$ cat src/rtl/updown_btn_cmd.sv
// Up/down pushbutton command stage: sync, debounce, press arbiter, pulse out.
// Define AUTO_REPEAT_EN to add hold-to-repeat pulses in the held states.
module updown_btn_cmd #(
  parameter int DEB_CYCLES    = 16,
  parameter int DEB_W         = 8,
  parameter int REPEAT_DELAY  = 64,
  parameter int REPEAT_PERIOD = 16
) (
  input  logic       clk,
  input  logic       rst,
  input  logic       btn_up,
  input  logic       btn_down,
  output logic       up,
  output logic       down,
  output logic [1:0] deb_lvl
);

  typedef enum logic [1:0] {
    IDLE,
    HELD_UP,
    HELD_DN,
    LOCK
  } state_t;

  localparam logic [DEB_W-1:0] DEB_MAX = DEB_W'(DEB_CYCLES - 1);

  logic [1:0]       s1;
  logic [1:0]       s2;
  logic [1:0]       lvl_d;
  logic [DEB_W-1:0] cnt [2];
  logic [1:0]       rise;
  logic [1:0]       fall;
  logic             rpt;
  state_t           st;

  always_ff @(posedge clk or negedge rst) begin
    if (!rst) begin
      s1 <= '0;
      s2 <= '0;
    end else begin
      s1 <= {btn_down, btn_up};
      s2 <= s1;
    end
  end

  always_ff @(posedge clk or negedge rst) begin
    if (!rst) begin
      deb_lvl <= '0;
      lvl_d   <= '0;
      cnt[0]  <= '0;
      cnt[1]  <= '0;
    end else begin
      lvl_d <= deb_lvl;
      for (int i = 0; i < 2; i++) begin
        if (s2[i] == deb_lvl[i]) begin
          cnt[i] <= '0;
        end else if (cnt[i] == DEB_MAX) begin
          deb_lvl[i] <= ~deb_lvl[i];
          cnt[i]     <= '0;
        end else begin
          cnt[i] <= cnt[i] + 1'b1;
        end
      end
    end
  end

  assign rise = deb_lvl & ~lvl_d;
  assign fall = ~deb_lvl & lvl_d;

`ifdef AUTO_REPEAT_EN
  localparam int RMAX = (REPEAT_DELAY > REPEAT_PERIOD) ?
                        REPEAT_DELAY : REPEAT_PERIOD;
  localparam int RW   = $clog2(RMAX + 1);

  logic [RW-1:0] rc;
  logic          held;

  assign held = (st == HELD_UP) || (st == HELD_DN);
  assign rpt  = held && (rc == '0);

  // countdown to the next repeat; reloads outside the held states
  always_ff @(posedge clk or negedge rst) begin
    if (!rst) begin
      rc <= '0;
    end else if (!held) begin
      rc <= RW'(REPEAT_DELAY - 1);
    end else if (rc == '0) begin
      rc <= RW'(REPEAT_PERIOD - 1);
    end else begin
      rc <= rc - 1'b1;
    end
  end
`else
  assign rpt = 1'b0;
`endif

  always_ff @(posedge clk or negedge rst) begin
    if (!rst) begin
      st   <= IDLE;
      up   <= 1'b0;
      down <= 1'b0;
    end else begin
      up   <= 1'b0;
      down <= 1'b0;
      unique case (st)
        IDLE: begin
          if (rise == 2'b11) begin
            st <= LOCK;
          end else if (rise[0]) begin
            up <= 1'b1;
            st <= HELD_UP;
          end else if (rise[1]) begin
            down <= 1'b1;
            st   <= HELD_DN;
          end
        end
        HELD_UP: begin
          if (rise[1]) st <= LOCK;
          else if (fall[0]) st <= IDLE;
          else if (rpt) up <= 1'b1;
        end
        HELD_DN: begin
          if (rise[0]) st <= LOCK;
          else if (fall[1]) st <= IDLE;
          else if (rpt) down <= 1'b1;
        end
        LOCK: begin
          if (deb_lvl == 2'b00) st <= IDLE;
        end
      endcase
    end
  end

endmodule
$ cat config.mk
export PLATFORM = sky130hd
export DESIGN_NAME = updown_btn_cmd
export DESIGN_NICKNAME = d
export VERILOG_FILES = /design/src/rtl/updown_btn_cmd.sv
export SDC_FILE = /design/constraint.sdc
export NUM_CORES = 1
export LEC_CHECK = 0
export ABC_AREA = 1
export CAP_MARGIN = 25
export CORE_UTILIZATION = 29
export CTS_CLUSTER_DIAMETER = 60
export DETAILED_ROUTE_END_ITERATION = 12
export GPL_ROUTABILITY_DRIVEN = 0
export PLACE_DENSITY = 0.56
export SLEW_MARGIN = 20
export SYNTH_ARGS = -nofsm -noshare
export SYNTH_HDL_FRONTEND = slang
export SYNTH_SLANG_ARGS = --single-unit
$ cat constraint.sdc
create_clock -name clk -period 3.54 [get_ports clk]
set_input_delay 0.354 -clock clk [delete_from_list [all_inputs] [get_ports clk]]
set_output_delay 0.354 -clock clk [all_outputs]
set_load 0.01 [all_outputs]
---- After elaboration in Yosys (flattened, before gate mapping) ----
Index checks and enable logic that the tools add are counted.
W data, S select, Z words.
word-level totals
  flip-flop bits (word level) ............. 28
  input port bits ......................... 4
  logic and storage cells ................. 57
cells by class
  add/sub/neg operators ................... 2
  equality and inequality tests ........... 12
  multiplexer cells ....................... 20
  bitwise operators ....................... 8
  reduce and logical (&&, ||, !) cells .... 5
operators with widths
  kind                   number
  $mux W8                4
  $add A8 B1 Y8 const B  2
  $eq A8 B4 Y1 const B   2
  $mux W2                8
  $pmux W2 S4            1
  $mux W1                7
  $eq A2 B2 Y1 const B   3
  $ne A3 B3 Y1 const B   2
  $and A2 B2 Y2          2
  $logic_not A2 Y1       2
  $ne A4 B4 Y1 const B   1
  $not A1 Y1             4
  $not A2 Y2             2
  $reduce_and A2 Y1      2
  $reduce_and A4 Y1      1
  $eq A1 B1 Y1           2
  $eq A2 B1 Y1 const B   1
  $ne A2 B2 Y1 const B   1

---- Logic depth before layout (Yosys ltp) ----
  word-level depth ........................ 6
  gate-level depth with buffers ........... 8
  mapped depth without buffers ............ 8

---- Worst setup path before layout ----
OpenSTA, ideal clock, no wires.
  path type ............................... flip-flop to flip-flop
  from .................................... reg cnt[8] (netlist name)
  to ...................................... reg cnt[11] (netlist name)
  library setup time ...................... 72 ps
  arrival time ............................ 1127 ps
  required time ........................... 3468 ps
  setup slack ............................. 2341 ps
  cell stages (with the launch flop) ...... 8
  buffers on the path ..................... 0
  period minus slack after synthesis ...... 1199 ps
  cell sequence ........................... dfrtp_1 -> ha_1 -> nand2_1 -> inv_1 -> nand2_1 -> nor2_1 -> or2_1 -> nor2_1
on the way
  longest elaborated chain between the ends .. 3
  elaborated cells between the ends (all ways) .. 4
  classes of those cells .................. add/sub (1); eq/ne (1); mux (2)
RTL lines
  item                                                  line    text
  start: declaration                                    30      logic [DEB_W-1:0] cnt [2];
  start signal: indexed assignment                      61      cnt[i] <= cnt[i] + 1'b1;
  $add A8 B1 Y8 / $eq A8 B4 Y1 (equally long branches)  61, 57
  $mux W8 (*)                                           57      end else if (cnt[i] == DEB_MAX) begin
  $mux W8 (*)                                           55      if (s2[i] == deb_lvl[i]) begin
Mark *: on every way between the ends. The rest lies on a longest branch, timed or not.
A chain may end at the register's enable or synchronous reset.

---- Worst setup path after layout ----
  from .................................... reg deb_lvl[1]
  to ...................................... out deb_lvl[1]
RTL lines
  item                              line  text
  start: declaration                15    output logic [1:0] deb_lvl
  start signal: indexed assignment  58    deb_lvl[i] <= ~deb_lvl[i];
No word-level cell between the ends.

==> impl_metrics.toml <==
[run_status]
status = "finished clean"

[pwr]
power_density_mw_per_mm2 = 432.3
peakVddDrop_v = 0.0002455
p_leak_nw = 0.6911

[synth]
synth_top_area_share_pct = 57.67
synth.distinct_cells = 14
synthCells = 140
yosys_warnings = 0
yosys_register_bits = 28
synthesis.area_sq_mm = 0.001215
synth.largest_area_cell = "dfrtp_1"
syn_nets = 146
avgSynthCellArea_sq_um = 8.678
ys_seq_area_share_pct = 57.67
synth_area_leaders = "dfrtp_1, nand2_1, nor2_1, inv_1, xor2_1"

[timing]
fmax_mhz = 620.9
min_period_over_period_pct = 45.50
hold_viol = 0
fin_worst_skew_ps = 2.489
final_max_slew_viol_count = 0
setup_tns_ps = 0
rsz0062_at_grt = "no"
setup_viol = 0
layout_min_cycle_time_ps = 1611
tightest_slew_ps = 527.6
relSlewSlack_pct = 64.57

[flow_run]
maxCapViolations = 0

[floorplan]
dieHeight_microns = 66.73
dieArea_sq_mm = 0.004452
rows = 23
initial_core_util_pct = 30.37
die_x_microns = 66.73
core_area_sq_mm = 0.004000
io_pins = 8

[layout]
final_common_cell = "nand2_1"
fin_util_pct = 35.25
nets = 159
most-common-layout-cells = "nand2_1, nor2_1, dfrtp_1"
fillers = 409
antenna_cells = 0
multi_input_area_sq_um = 446.7
seqCellArea_sq_um = 700.7
syn_to_final_growth_pct = 16.07
layout-drive-gt1-share_pct = 3.289

[grt]
antenna_found_initial = 0
grt_pass1_wl_microns = 3774
grt_pass1_vias = 882
grt_max_degree = 29
grt_overflow = 0
track_usage_pct = 11.16

[setup_path]
cp_slowest_cell = "clkdlybuf4s50_1"
slowest_delay_ps = 560
reg2reg_slack_ps = 2200
cp-endpoint = "deb_lvl[1]"
arrival_ps = 1260
crit_family = "buffers and inverters"
crit_path_start_kind = "register"
cp_cell_sequence = "clkdlybuf4s50_1"
crit_cells = 1
ff2ff_path_depth = 7
critPathMaxFanout = 5
critPathLaunch = "deb_lvl[1]"
r2r-end = "cnt[8]"
critPathBufInv = 1
r2r_start = "cnt[8]"
crit_type = "register to output pin"
cp.required_ps = 3190
endpoint_kind = "output pin"

[min_path]
hp-class = "register to register"

[clock_tree]
postCtsSetupBuffers = 0
clock_latency_ps = 270
clock_sinks = 28
ctsResizeCount = 0
cts_hold_buf = 0
htreeDepth = 1
clkTransAtPathRegs_ps = 90
cts_tree = "yes"
cts-root-buf = "clkbuf_8"
clock_path_buffers = 2
numCtsBuffers = 3

[detailed_routing]
vias_per_cell = 4.460
ant_nets = 0
wire_per_inst_microns = 10.12
first_pass_iters = 4
route.vias.total = 901
wl_microns = 2044
drc = 0
first_iter_violations = 111

[placed_design]
port_buffers = 7
hpwlAfterDp_microns = 1514
registers in the layout, indices dropped and copies added (netlist names):
| register | cells |
|---|---|
| down | 1 |
| st | 2 |
| up | 1 |
| cnt | 16 |
| lvl_d | 2 |
| s2 | 2 |
| deb_lvl | 2 |
| s1 | 2 |
synthesized netlist by cell type:
master   count
a22oi_1      1
dfrtp_1     28
ha_1         2
inv_1       18
nand2_1     33
nand3_1     10
nand4_1      2
nor2_1      29
nor3_1       2
nor4_1       1
o21ai_0      4
or2_1        2
xnor2_1      2
xor2_1       6
layout make-up:
class,count,area share [%]
sequential,28,49.69
timing repair buffer,8,5.501
tap,50,4.437
clock buffer,4,3.904
inverter,18,4.791
multi-input combinational,94,31.68
per-stage QoR:
stage | instances | setup slack, ps | total power, mW | area (sq um) | hold WS [ps]
after floorplan | 140 | 2341 | 0.3969 | 1215 | 58.41
after global placement | 198 | 2248 | 0.4153 | 1355 | 332.2
after detailed placement | 198 | 2218 | 0.4193 | 1355 | 340.3
after CTS | 202 | 1907 | 0.6201 | 1410 | 362.4
after global routing | 202 | 1866 | 0.6408 | 1410 | 376.4
final | 202 | 1929 | 0.6096 | 1410 | 358.2
worst min path at each step:
| stage | from | endpoint | slack [ps] | cells past startpoint |
|---|---|---|---|---|
| 3_3_place_gp | s1[0] | s2[0] | 330 | 0 |
| 3_5_place_dp | s1[0] | s2[0] | 340 | 0 |
| 4_1_cts | s1[0] | s2[0] | 360 | 0 |
| 5_1_grt | s1[0] | s2[0] | 380 | 0 |
| 6_report | s1[0] | s2[0] | 360 | 0 |
| 2_1_floorplan | rst | cnt[0] | 60 | 0 |
where the power goes:
group	leakage, nW	total, mW	internal [mW]	switching [mW]
Combinational	0.287	0.0641	0.0253	0.0387
Sequential	0.375	0.348	0.333	0.0142
Clock	0.0288	0.198	0.0996	0.0983
Total	0.691	0.610	0.458	0.151
metal layers:
layer,wire (microns),GRT usage [%],up-vias
li1,-,-,453
met4,13,2.394,0
met1,1027,14.64,435
met3,65,3.596,4
met2,938,17.80,9
met5,0,0,-
kinds of logic after synthesis:
family / count (synthesis) / share of synthesized area [%]
AOI/OAI and AO/OA: 5 / 2.266
xor gates and xnor gates: 8 / 5.767
adders and majority gates: 2 / 2.059
buffers and inverters: 18 / 5.561
DFF: 28 / 57.67
and+or+nand+nor: 79 / 26.67
(Power assumes the default switching activity.)
==> patch 1 (config.mk and constraints unchanged) <==
Change the parameter `DEB_W` from 8 to 7.
--- a/src/rtl/updown_btn_cmd.sv
+++ b/src/rtl/updown_btn_cmd.sv
@@ -2,7 +2,7 @@
 // Define AUTO_REPEAT_EN to add hold-to-repeat pulses in the held states.
 module updown_btn_cmd #(
   parameter int DEB_CYCLES    = 16,
-  parameter int DEB_W         = 8,
+  parameter int DEB_W         = 7,
   parameter int REPEAT_DELAY  = 64,
   parameter int REPEAT_PERIOD = 16
 ) (
Function: no difference found for any inputs over 10 cycles, from zero or initial values and one cycle with rst low; that may be too few to reach the edited logic, so the function may still have changed.
==> patch 1 against the original RTL <==
- design area fell by 3.0%
- clock skew rose by 0.0029 ns
- sequential cell count shrank 2
- die area shrank 4.5%
- setup slack got worse by 0.016 ns
- combinational power rose by 8.9%
- area after synthesis decreased by 4.6%
- clock power up 20%
- total power up 3.9%
- global-route usage is 0.21 points lower
- via count shrank 8.9%
- routed wire length shrank 9.9%
- cell count is 6.4% lower
- non-clock buffer count unchanged
- largest power group unchanged
==> patch 1: results (changes against the original RTL) <==
p_leak_nw: 0.629  # was 0.691 nW
power_mw: 0.633  # was 0.610 mW
grt_start_max_net_pins: 27  # was 29
wl_met2_um: 969  # was 938 um
use_met2_pct: 20.7  # was 17.8%
p_int_mw: 0.488  # was 0.458 mW
multi_input_area_share_pct: 32.5  # was 31.7%
dpl_cell_area_mm2: 0.00130  # was 0.00136 mm^2
finalNetCount: 148  # was 159
yosysSeqAreaShare_pct: 56.2  # was 57.7%
grt_use_met1_pct: 11.9  # was 14.6%
seq_cells: 26  # was 28
outcome: "completed"  # unchanged
multi_input_cells: 86  # was 94
drtIter0Drc: 11  # was 111
clk_share_pct: 5.22  # was 3.90%
buffer_area_share_pct: 5.67  # was 5.50%
dp_hpwl_mm: 1.42  # was 1.51 mm
fillers: 395  # was 409
finClkSkew_ns: 0.00537  # was 0.00249 ns
routed-via-count: 821  # was 901
pg_seq_mw: 0.326  # was 0.348 mW
grt_first_pass_wirelength_mm: 3.62  # was 3.77 mm
finalInstanceArea_mm2: 0.00137  # was 0.00141 mm^2
p_clk_share_pct: 37.5  # was 32.5%
place_ws_ns: 2.19  # was 2.22 ns
grt_use_total_pct: 11.0  # was 11.2%
synthTopCellsByCount: "27 x nand2_1, 26 x dfrtp_1, 20 x nor2_1, 15 x inv_1, 10 x nand3_1"  # was 33 x nand2_1, 29 x nor2_1, 28 x dfrtp_1, 18 x inv_1, 10 x nand3_1
grt_util_met3_pct: 1.04  # was 3.60%
synth_nets: 135  # was 146
maxSlewHeadroom_pct: 78.6  # was 64.6%
place_inst: 185  # was 198
ys_types: 20  # was 14
patch 1: changes by cell type after synthesis, moves of 3 or more:
cell and change:
inv_1 -3, nor2_2 +4, nand2_1 -6, nand3_2 +3
xor2_1 -6, nor2_1 -9, a21oi_1 +8
patch 1: final timing paths:
path	slack, ns	from	cells after the start	end
worst max-delay path	1.91	deb_lvl[0]	1	deb_lvl[0]
worst min-delay path	0.35	s1[1]	0	s2[1]
worst max register to register	2.29	cnt[0]	6	cnt[5]
worst min register to register	0.35	s1[1]	0	s2[1]
max in group asynchronous	2.85	rst	2	lvl_d[0]
min in group asynchronous	0.45	rst	2	cnt[0]
patch 1: cells by family (layout without fill, tap and decap cells):
family,Yosys count,in the layout,synth area share [%]
flops,26,26,56.2
fa+ha+maj,2,2,2.16
simple gates,68,68,27.3
compound gates,14,14,6.70
buf+inv,17,29,5.51
xor+xnor,2,2,2.16
==> patch 2 (same flow settings) <==
Without the edit above. Encoding of `state_t`: now Gray code (2 bits for 4 states).
--- a/src/rtl/updown_btn_cmd.sv
+++ b/src/rtl/updown_btn_cmd.sv
@@ -16,10 +16,10 @@
 );
 
   typedef enum logic [1:0] {
-    IDLE,
-    HELD_UP,
-    HELD_DN,
-    LOCK
+    IDLE    = 2'b00,
+    HELD_UP = 2'b01,
+    HELD_DN = 2'b11,
+    LOCK    = 2'b10
   } state_t;
 
   localparam logic [DEB_W-1:0] DEB_MAX = DEB_W'(DEB_CYCLES - 1);
Check against the original RTL: no difference found for any inputs over 10 cycles, from zero or initial values and one cycle with rst low; not proved beyond that.
==> patch 2 against the original RTL <==
- total power is 20% higher
- setup slack worse by 0.045 ns
- area after synthesis up 7.8%
- routed wire length shrank 0.34%
- design area up 8.1%
- non-clock buffer count did not move
- die area grew 7.6%
- via count grew 6.8%
- sequential cell count unchanged
- register-to-register slack gained 0.10 ns
- critical endpoint unchanged
- largest cell class unchanged
- highest routed layer unchanged
==> patch 2: results (changes against the original RTL) <==
outcome: "completed"  # unchanged
grt_pass1_vias: 889  # was 882
synth_nets: 165  # was 146
drive_gt1_share_pct: 5.85  # was 3.29%
largest_register: "cnt"  # unchanged
yosys-top-cells-area: "dfrtp_1 53%, nand2_1 11%, nor2_1 9.2%"  # was dfrtp_1 58%, nand2_1 10%, nor2_1 9.0%
p_leak_nw: 0.750  # was 0.691 nW
yosysSeqAreaShare_pct: 53.5  # was 57.7%
tightest_slew_ns: 0.423  # was 0.528 ns
finalNetCount: 178  # was 159
r2r_setup_slack_ns: 2.30  # was 2.20 ns
ys_types: 17  # was 14
synthAdderAreaFrac_pct: 1.91  # was 2.06%
dominantRegCellSynth: "dfrtp_1"  # unchanged
dpl_cell_area_mm2: 0.00145  # was 0.00136 mm^2
grt_first_pass_wirelength_mm: 3.74  # was 3.77 mm
ff2ff_path_depth: 8  # was 7
synth-xor-area-share_pct: 3.25  # was 5.77%
numPortBuffers: 7  # unchanged
largest_register_ffs: 16  # unchanged
place_ws_ns: 2.20  # was 2.22 ns
first_pass_iters: 2  # was 4
reg2reg_to: "cnt[15]"  # was cnt[8]
drtIter0Drc: 70  # was 111
finClkSkew_ns: 0.0138  # was 0.00249 ns
critical_path_arrival_ns: 1.30  # was 1.26 ns
wl_per_cell_um: 9.13  # was 10.1 um
patch 2: metrics by stage:
| step | hold WS [ns] | cells |
|---|---|---|
| 6_report | 0.356 | 223 |
| 5_1_grt | 0.371 | 223 |
| 4_1_cts | 0.359 | 223 |
| 3_5_place_dp | 0.337 | 219 |
| 3_3_place_gp | 0.336 | 219 |
| 2_1_floorplan | 0.0584 | 159 |
patch 2: cells by family after synthesis:
kind of cell | Yosys count
compound gates | 11
xor+xnor | 4
fa+ha+maj | 2
buf+inv | 25
flops | 28
simple gates | 89
patch 2: power breakdown:
group,internal (mW),total [mW],switching [mW]
Clock,0.152,0.254,0.102
Sequential,0.339,0.354,0.0154
Combinational,0.0497,0.123,0.0731
patch 2: cell type report:
cell class	instances	area, um^2
repair buffers	8	77.6
inverters	25	93.8
well taps	52	65.1
flip-flops and latches	28	701
fillers	442	2830
multi-input cells	106	515
clock buffers	3	41.3
clock inverters	1	30.0
patch 2: per-layer routing:
metal / routed length, um / track usage [%] / share of wire [%] / vias up
met5: 0 / 0 / 0 / -
met4: 19 / 2.95 / 0.93 / 0
met3: 69 / 3.05 / 3.4 / 4
met2: 918 / 15.9 / 45 / 10
met1: 1030 / 12.1 / 51 / 437
li1: - / - / - / 511
patch 2: worst max-delay path by stage:
stage | depth (start not counted) | startpoint | slack [ns] | endpoint
floorplan | 8 | cnt[8] | 2.42 | cnt[15]
global placement | 1 | deb_lvl[1] | 2.21 | deb_lvl[1]
detailed placement | 1 | deb_lvl[1] | 2.20 | deb_lvl[1]
CTS | 1 | deb_lvl[1] | 1.87 | deb_lvl[1]
global route | 1 | deb_lvl[1] | 1.82 | deb_lvl[1]
finish | 1 | deb_lvl[1] | 1.88 | deb_lvl[1]
